[src/rtl/lc3_pkg.sv]
// lc3_pkg: shared types and constants for the LC-3 branch/condition-code path
package lc3_pkg;
   typedef enum logic [1:0] {IDLE, EVAL, TAKE, DONE} br_state_t;
   localparam logic [3:0] OPC_BR    = 4'b0000;
   localparam logic [2:0] NZP_RESET = 3'b010;
endpackage

[src/rtl/cc_branch_ctrl_if.sv]
// cc_branch_ctrl_if: condition-code load and branch handshake between ISDU and cc_branch_ctrl
interface cc_branch_ctrl_if #(parameter int DATA_WIDTH = 16);
   logic                  LD_CC;
   logic [DATA_WIDTH-1:0] bus_in;
   logic [DATA_WIDTH-1:0] IR;
   logic                  br_start;
   logic [2:0]            nzp_out;
   logic                  busy;
   logic                  ben;
   logic                  ld_pc_br;
   logic                  br_done;
   logic                  br_err;
   modport master (output LD_CC, bus_in, IR, br_start,
                   input  nzp_out, busy, ben, ld_pc_br, br_done, br_err);
   modport slave  (input  LD_CC, bus_in, IR, br_start,
                   output nzp_out, busy, ben, ld_pc_br, br_done, br_err);
endinterface

[src/rtl/nzp_logic.sv]
// nzp_logic: one-hot {N,Z,P} classification of a bus value
module nzp_logic #(parameter int DATA_WIDTH = 16) (
   input  logic [DATA_WIDTH-1:0] data,
   output logic [2:0]            nzp
);
   assign nzp = data[DATA_WIDTH-1] ? 3'b100 : (data == '0) ? 3'b010 : 3'b001;
endmodule

[src/rtl/cc_branch_ctrl.sv]
// cc_branch_ctrl: NZP register plus BR resolution FSM issuing the PC-load strobe
module cc_branch_ctrl
   import lc3_pkg::*;
#(
   parameter int         DATA_WIDTH = 16,
   parameter logic [2:0] RESET_NZP  = NZP_RESET
) (
   input logic              Clk,
   input logic              Reset,
   cc_branch_ctrl_if.slave  bus
);
   br_state_t  state, state_n;
   logic [2:0] nzp, nzp_n, cond_reg;
   logic       opc_ok, ben_r, ben_c;

   nzp_logic #(.DATA_WIDTH(DATA_WIDTH)) u_nzp (.data(bus.bus_in), .nzp(nzp_n));

   assign ben_c = opc_ok & |(cond_reg & nzp);

   // state, condition codes and the latched request; LD_CC is honoured in every state
   always_ff @(posedge Clk) begin
      if (Reset) begin
         state    <= IDLE;
         nzp      <= RESET_NZP;
         cond_reg <= '0;
         opc_ok   <= 1'b0;
         ben_r    <= 1'b0;
      end else begin
         state <= state_n;
         if (bus.LD_CC) nzp <= nzp_n;
         if (state == IDLE && bus.br_start) begin
            cond_reg <= bus.IR[11:9];
            opc_ok   <= bus.IR[15:12] == OPC_BR;
         end
         if (state == EVAL) ben_r <= ben_c;
      end
   end

   // next state; requests are only accepted while idle
   always_comb begin
      state_n = state;
      state_n = (state == IDLE) ? (bus.br_start ? EVAL : IDLE) :
                (state == EVAL) ? (ben_c ? TAKE : DONE) :
                (state == TAKE) ? DONE : IDLE;
   end

   assign bus.nzp_out  = nzp;
   assign bus.busy     = state != IDLE;
   assign bus.ben      = ben_r;
   assign bus.ld_pc_br = state == TAKE;
   assign bus.br_done  = state == DONE;
   assign bus.br_err   = (state == DONE) & ~opc_ok;
endmodule
[src/flat_wrapper.sv]
// flat-port wrapper written by rule: the top's interface ports become plain ports
module cc_branch_ctrl_flat import lc3_pkg::*;
#(
   parameter int         DATA_WIDTH = 16,
   parameter logic [2:0] RESET_NZP  = NZP_RESET
)
  (Clk, Reset, bus_LD_CC, bus_bus_in, bus_IR, bus_br_start, bus_nzp_out, bus_busy, bus_ben, bus_ld_pc_br, bus_br_done, bus_br_err);
  cc_branch_ctrl_if #(.DATA_WIDTH(DATA_WIDTH)) bus_i ();
  input logic Clk;
  input logic Reset;
  input wire logic [$bits(bus_i.LD_CC)-1:0] bus_LD_CC;
  input wire logic [$bits(bus_i.bus_in)-1:0] bus_bus_in;
  input wire logic [$bits(bus_i.IR)-1:0] bus_IR;
  input wire logic [$bits(bus_i.br_start)-1:0] bus_br_start;
  output wire logic [$bits(bus_i.nzp_out)-1:0] bus_nzp_out;
  output wire logic [$bits(bus_i.busy)-1:0] bus_busy;
  output wire logic [$bits(bus_i.ben)-1:0] bus_ben;
  output wire logic [$bits(bus_i.ld_pc_br)-1:0] bus_ld_pc_br;
  output wire logic [$bits(bus_i.br_done)-1:0] bus_br_done;
  output wire logic [$bits(bus_i.br_err)-1:0] bus_br_err;
  assign bus_i.LD_CC = bus_LD_CC;
  assign bus_i.bus_in = bus_bus_in;
  assign bus_i.IR = bus_IR;
  assign bus_i.br_start = bus_br_start;
  assign bus_nzp_out = bus_i.nzp_out;
  assign bus_busy = bus_i.busy;
  assign bus_ben = bus_i.ben;
  assign bus_ld_pc_br = bus_i.ld_pc_br;
  assign bus_br_done = bus_i.br_done;
  assign bus_br_err = bus_i.br_err;
  cc_branch_ctrl #(.DATA_WIDTH(DATA_WIDTH), .RESET_NZP(RESET_NZP)) u_core (.Clk(Clk), .Reset(Reset), .bus(bus_i));
endmodule
[config.mk]
export PLATFORM = sky130hd
export DESIGN_NAME = cc_branch_ctrl_flat
export DESIGN_NICKNAME = d
export VERILOG_FILES = /design/src/rtl/lc3_pkg.sv /design/src/rtl/cc_branch_ctrl_if.sv /design/src/rtl/nzp_logic.sv /design/src/rtl/cc_branch_ctrl.sv /design/src/flat_wrapper.sv
export SDC_FILE = /design/constraint.sdc
export NUM_CORES = 1
export LEC_CHECK = 0
export BUFFER_PORTS_ARGS = -buffer_cell sky130_fd_sc_hd__buf_4
export CORE_MARGIN = 2
export CORE_UTILIZATION = 37
export CTS_BUF_LIST = sky130_fd_sc_hd__clkbuf_4 sky130_fd_sc_hd__clkbuf_8
export DETAILED_ROUTE_END_ITERATION = 16
export PLACE_DENSITY = 0.77
export SETUP_SLACK_MARGIN = 0.02
export SYNTH_ARGS = -nofsm -noshare
export SYNTH_HDL_FRONTEND = slang
export SYNTH_HIERARCHICAL = 1
export SYNTH_SLANG_ARGS = --single-unit
[constraint.sdc]
create_clock -name Clk -period 1.7 [get_ports Clk]
set_clock_uncertainty 0.05 [all_clocks]
set_input_delay 0.085 -clock Clk [delete_from_list [all_inputs] [get_ports Clk]]
set_output_delay 0.085 -clock Clk [all_outputs]
set_load 0.05 [all_outputs]
; ---- Word level (Yosys, flattened, before mapping)
; Cells that the tools add are included.
[totals]
elab_cells = 25
input_bits = 36
output_inout_bits = 8
reg_bits = 10
[classes]
n_reduce_logical = 6
n_bitwise = 4
n_mux = 7
eq_ne = 3
[ops]
columns = op, n
row1 = logical NOT 16 bit, 1
row2 = 2-to-1 mux 2 bit, 4
row3 = equality test 2 bit (second input constant), 2
row4 = logical NOT 4 bit, 1
row5 = bitwise AND 3 bit, 1
row6 = 2-to-1 mux 3 bit, 1
row7 = OR reduction 3 bit, 1
row8 = bitwise AND 1 bit, 2
row9 = equality test 2 x 1 -> 1 bit (second input constant), 1
row10 = logical NOT 2 bit, 1
row11 = 2-to-1 mux 1 bit, 2
row12 = nonzero test 2 bit, 1
row13 = logical AND 1 bit, 1
row14 = inverter 1 bit, 1

; ---- Depth between registers and ports, before layout
[logic_depth]
depth_word = 6
ltp_mapped = 6
depth_no_buf = 5

; ---- Hierarchy
; The synthesis kept the hierarchy.
[by_module_without_submodules]
columns = module, n_inst, area_per_inst_um2, seq_area_each_um2, cells_each
row1 = cc_branch_ctrl, 1, 445.4, 200.2, 49
row2 = nzp_logic, 1, 50.0, 0.0, 7

; ---- Worst setup path after synthesis
; No wires, ideal clock.
[synth_path]
kind = register to output
startpoint = register u_core.state[0]
endpoint = output bus_br_err
stages_incl_launch_ff = 3
arrival_time_ns = 1.596
setup_slack_ns = -0.031
path_cell_list = dfxtp_1 ha_1 nor2b_1
[synth_via]
elab_chain_len = 2
[synth_lines]
columns = element, line_no
row1 = "start, declared", cc_branch_ctrl.sv:12  ; br_state_t state, state_n;
row2 = "start signal, assigned", cc_branch_ctrl.sv:29  ; state <= state_n;
row3 = equality test 2 bit, --
row4 = via bus_br_done, flat_wrapper.sv:19  ; output wire logic [$bits(bus_i.br_done)-1:0] bus_br_done;
row5 = bitwise AND 1 bit, cc_branch_ctrl.sv:52  ; assign bus.br_err = (state == DONE) & ~opc_ok;
row6 = "end, declared", flat_wrapper.sv:20  ; output wire logic [$bits(bus_i.br_err)-1:0] bus_br_err;
; The timed path passes the listed nets, and every way through them passes these cells.

; ---- Worst setup path after layout
[layout_path]
startpoint = register u_core.state[0]
endpoint = output bus_busy
[layout_via]
elab_chain_len = 1
[layout_lines]
columns = element, line_no
row1 = nonzero test 2 bit, cc_branch_ctrl.sv:48  ; assign bus.busy = state != IDLE;
row2 = "end, declared", flat_wrapper.sv:16  ; output wire logic [$bits(bus_i.busy)-1:0] bus_busy;
; Every way passes these cells.

==> flow_metrics.py <==
metrics = {
    "status": {
        "status": "finished, final reports clean",
    },
    "clocking": {
        "htree_num_levels": 1,
        "clock_insertion_delay_worst_skew_ns": 0.25,
        "cts_tree": "yes",
        "post-cts-setup-buffers": 0,
        "cts_repair_resize_count": 0,
        "clkTransAtPathRegs_ns": 0.07,
        "clockRootBuffer": "sky130_fd_sc_hd__clkbuf_4",
        "cts-root-to-sink-buffers": 2,
        "cts.hold.buffers_added": 0,
        "cts_made_buffers": 3,
        "sinks_on_the_clock_net": 10,
    },
    "routing": {
        "highest_layer": "met4",
        "routed-wl-met3_microns": 88,
        "drc": 0,
        "post_detailed_route_wirelength_per_cell_microns": 10.52,
        "via_per_inst": 5.085,
        "routed-via-count": 539,
        "met2WireLength_microns": 558,
        "first_iter_violations": 9,
        "detailed_routing_wirelength_on_met1_microns": 461,
        "drt_pass1_iterations": 5,
        "drt-total-wl_microns": 1115,
        "final_antenna_net_count": 0,
    },
    "place": {
        "detailedPlacementHpwl_microns": 951.7,
        "last_weighted_congestion_value_of_the_routability_driven_placer": 0.6911,
        "buffer_ports.inserted": 34,
    },
    "synth": {
        "synth-warning-count": 6,
        "post_synth_design_cell_area_sq_um": 495.5,
        "syn_avg_cell_area_sq_um": 8.848,
        "post_synth_num_cell_types": 22,
        "ys_ff_latch": 10,
        "ys_seq_area_frac": 0.4040,
        "synthesis.instances": 56,
        "syn-num-nets": 96,
    },
    "setup_path": {
        "cp_data_required_time_ns": 1.56,
        "regToRegEndpoint": "u_core/state[0]$_SDFF_PP0_",
        "timing.critical_path.slowest_cell_delay_ns": 0.36,
        "worst-path-buf-inv": 3,
        "timing.critical_path.fanout_max": 8,
        "worstRegToRegCells": 5,
        "critPathCaptureType": "primary output",
        "critical_path.startpoint_type": "flop",
        "crit-reg2reg-launch": "u_core/state[0]$_SDFF_PP0_",
        "critical_path.endpoint": "bus_busy",
        "cp-startpoint": "u_core/state[0]$_SDFF_PP0_",
        "timing.setup.critical_path_class": "reg -> out",
        "critical_path.top_delay_family": "flip-flops",
        "timing.reg2reg.setup_slack_ns": 0.35,
        "cp.arrival_ns": 1.24,
        "critical_path.cell_chain": "inv_1 -> ha_1 -> inv_1 -> buf_4",
        "critical_path.most_common_cell": "sky130_fd_sc_hd__inv_1",
        "cpMaxStageDelayCell": "sky130_fd_sc_hd__dfxtp_1",
        "stages_on_the_worst_setup_path": 4,
    },
    "sta": {
        "final_min_period_over_clock_period": 0.8098,
        "timing.hold.ws_ns": 0.01836,
        "final-max-slew-violation-count": 0,
        "timing_worst_slew_pin_value_ns": 0.3530,
        "setup_viol": 0,
        "max_freq_mhz": 726.4,
        "setup_tns_ns": 0,
        "setup_repair_after_global_routing_missed_its_margin": "no",
        "final.min_clock_period_ns": 1.377,
        "timing.slew.headroom": 0.7625,
        "report.final.hold_viol_count": 0,
    },
    "grt": {
        "grt_remaining_overflow": 0,
        "grt_pass1_vias": 470,
        "grt_util_all_layers": 0.1575,
        "grt_start_max_net_pins": 11,
        "grt_pass1_wl_microns": 1745,
        "antenna_found_initial": 0,
    },
    "cells_and_area": {
        "layout-drive-gt1-share": 0.4286,
        "antennaDiodeCount": 0,
        "area_overhead_of_the_layout_relative_to_synthesis_pct": 59.85,
        "fin_nets": 132,
        "commonest_cells_after_routing_fill_and_taps_aside": "34 x sky130_fd_sc_hd__buf_4, 10 x sky130_fd_sc_hd__dfxtp_1, 6 x sky130_fd_sc_hd__a21oi_1",
        "post-route-util": 0.6243,
        "fillerInstances": 130,
        "most_frequent_standard_cell_in_the_layout_excluding_fill_and_tap_cells": "sky130_fd_sc_hd__buf_4",
    },
    "power": {
        "total_power_uw": 593.3,
        "power.density_cell_area_nw_per_um2": 749.1,
        "vdd_drop_max_v": 0.0004383,
        "leakage_uw": 0.0003781,
        "power.sequential.fraction": 0.428,
        "power.net_switching_uw": 150.0,
        "share_comb_of_total_power": 0.224,
        "clockPowerShare": 0.347,
        "power.share.switching": 0.2528,
        "pint_uw": 443.3,
    },
    "die": {
        "die_w_microns": 40.60,
        "core_sq_um": 1269,
        "design.portCount": 44,
        "die_height_microns": 40.60,
        "std_cell_rows": 13,
        "initial_utilization": 0.3905,
        "fp.dieArea_sq_um": 1648,
    },
    "flow_run": {
        "total_of_max_cap_violations": 0,
    },
    "hold_path": {
        "timing.hold.worst.class": "in -> reg",
    },
}
==> synth_stat cells, drive strengths merged <==
cell	count	share of area
mux2i	2	0.040
and4	1	0.018
nand2b	1	0.013
nand3b	1	0.015
inv	3	0.023
o21bai	1	0.015
nor3b	1	0.015
clkbuf	2	0.018
o21a	1	0.015
a21oi	6	0.061
nor4	5	0.063
buf	1	0.015
a222oi	1	0.020
ha	4	0.10
a41oi	1	0.018
nand2	5	0.038
a211o	1	0.018
nor2	2	0.015
nor2b	2	0.025
nand3	5	0.050
dfxtp	10	0.40
==> stage by stage <==
step | cells | setup WS, ns | cell area (sq um)
final | 106 | 0.3233 | 792.0
after global routing | 106 | 0.2242 | 792.0
after CTS | 106 | 0.3199 | 792.0
after detailed placement | 102 | 0.3756 | 755.7
after global placement | 102 | 0.3910 | 755.7
after floorplan | 56 | 0.1910 | 498.0
==> worst min-delay path by stage <==
stage | startpoint | endpoint | slack, ns | cells past startpoint
after floorplan | bus_LD_CC | u_core/bus.nzp_out[1]$_SDFFE_PP1P_ | 0.15 | 1
after global placement | bus_LD_CC | u_core/bus.nzp_out[1]$_SDFFE_PP1P_ | 0.28 | 2
after detailed placement | bus_LD_CC | u_core/bus.nzp_out[1]$_SDFFE_PP1P_ | 0.29 | 2
after CTS | bus_LD_CC | u_core/bus.nzp_out[1]$_SDFFE_PP1P_ | 0.02 | 2
after global routing | bus_LD_CC | u_core/bus.nzp_out[1]$_SDFFE_PP1P_ | 0.02 | 2
final | Reset | u_core/opc_ok$_SDFFE_PP0P_ | 0.02 | 2
==> power groups by stage <==
stage / logic (uW) / registers (uW) / clock network [uW]
2_1_floorplan: 53.1 / 274 / 0
3_3_place_gp: 131 / 260 / 0
3_5_place_dp: 134 / 260 / 0
4_1_cts: 134 / 254 / 209
5_1_grt: 145 / 255 / 222
6_report: 133 / 254 / 206
==> worst reg2reg max path: cells and delay by family, from the launching register on <==
kind,cells,cell delay (ns)
adder cells (fa/ha/maj),1,0.29
buffers and inverters,1,0.07
AO/OA/AOI/OAI,1,0.17
flip-flops,1,0.36
AND/OR/NAND/NOR,2,0.32
==> kinds of logic (layout without fill, tap and decap cells) <==
family / Yosys count / in the layout / share of synthesized area
AO/OA/AOI/OAI: 11 / 11 / 0.1465
adder cells (fa/ha/maj): 4 / 4 / 0.1010
buffers and inverters: 6 / 41 / 0.05554
flip-flops: 10 / 10 / 0.4040
multiplexers: 2 / 2 / 0.04041
AND/OR/NAND/NOR: 23 / 23 / 0.2525
==> area by class of cell <==
class	count	area, sq um	share of cell area
sequential	10	200.2	0.2528
timing repair buffer	34	255.2	0.3223
clock buffer	4	36.28	0.04581
multi-input combinational	40	270.3	0.3412
inverter	3	11.26	0.01422
tap	15	18.77	0.02370
==> routing by layer <==
metal | track usage | vias to the layer above
li1 | - | 273
met1 | 0.1767 | 240
met2 | 0.2897 | 24
met3 | 0.03333 | 2
met4 | 0.05000 | 0
met5 | 0 | -
Note: power is estimated with default switching activity, not from simulation.
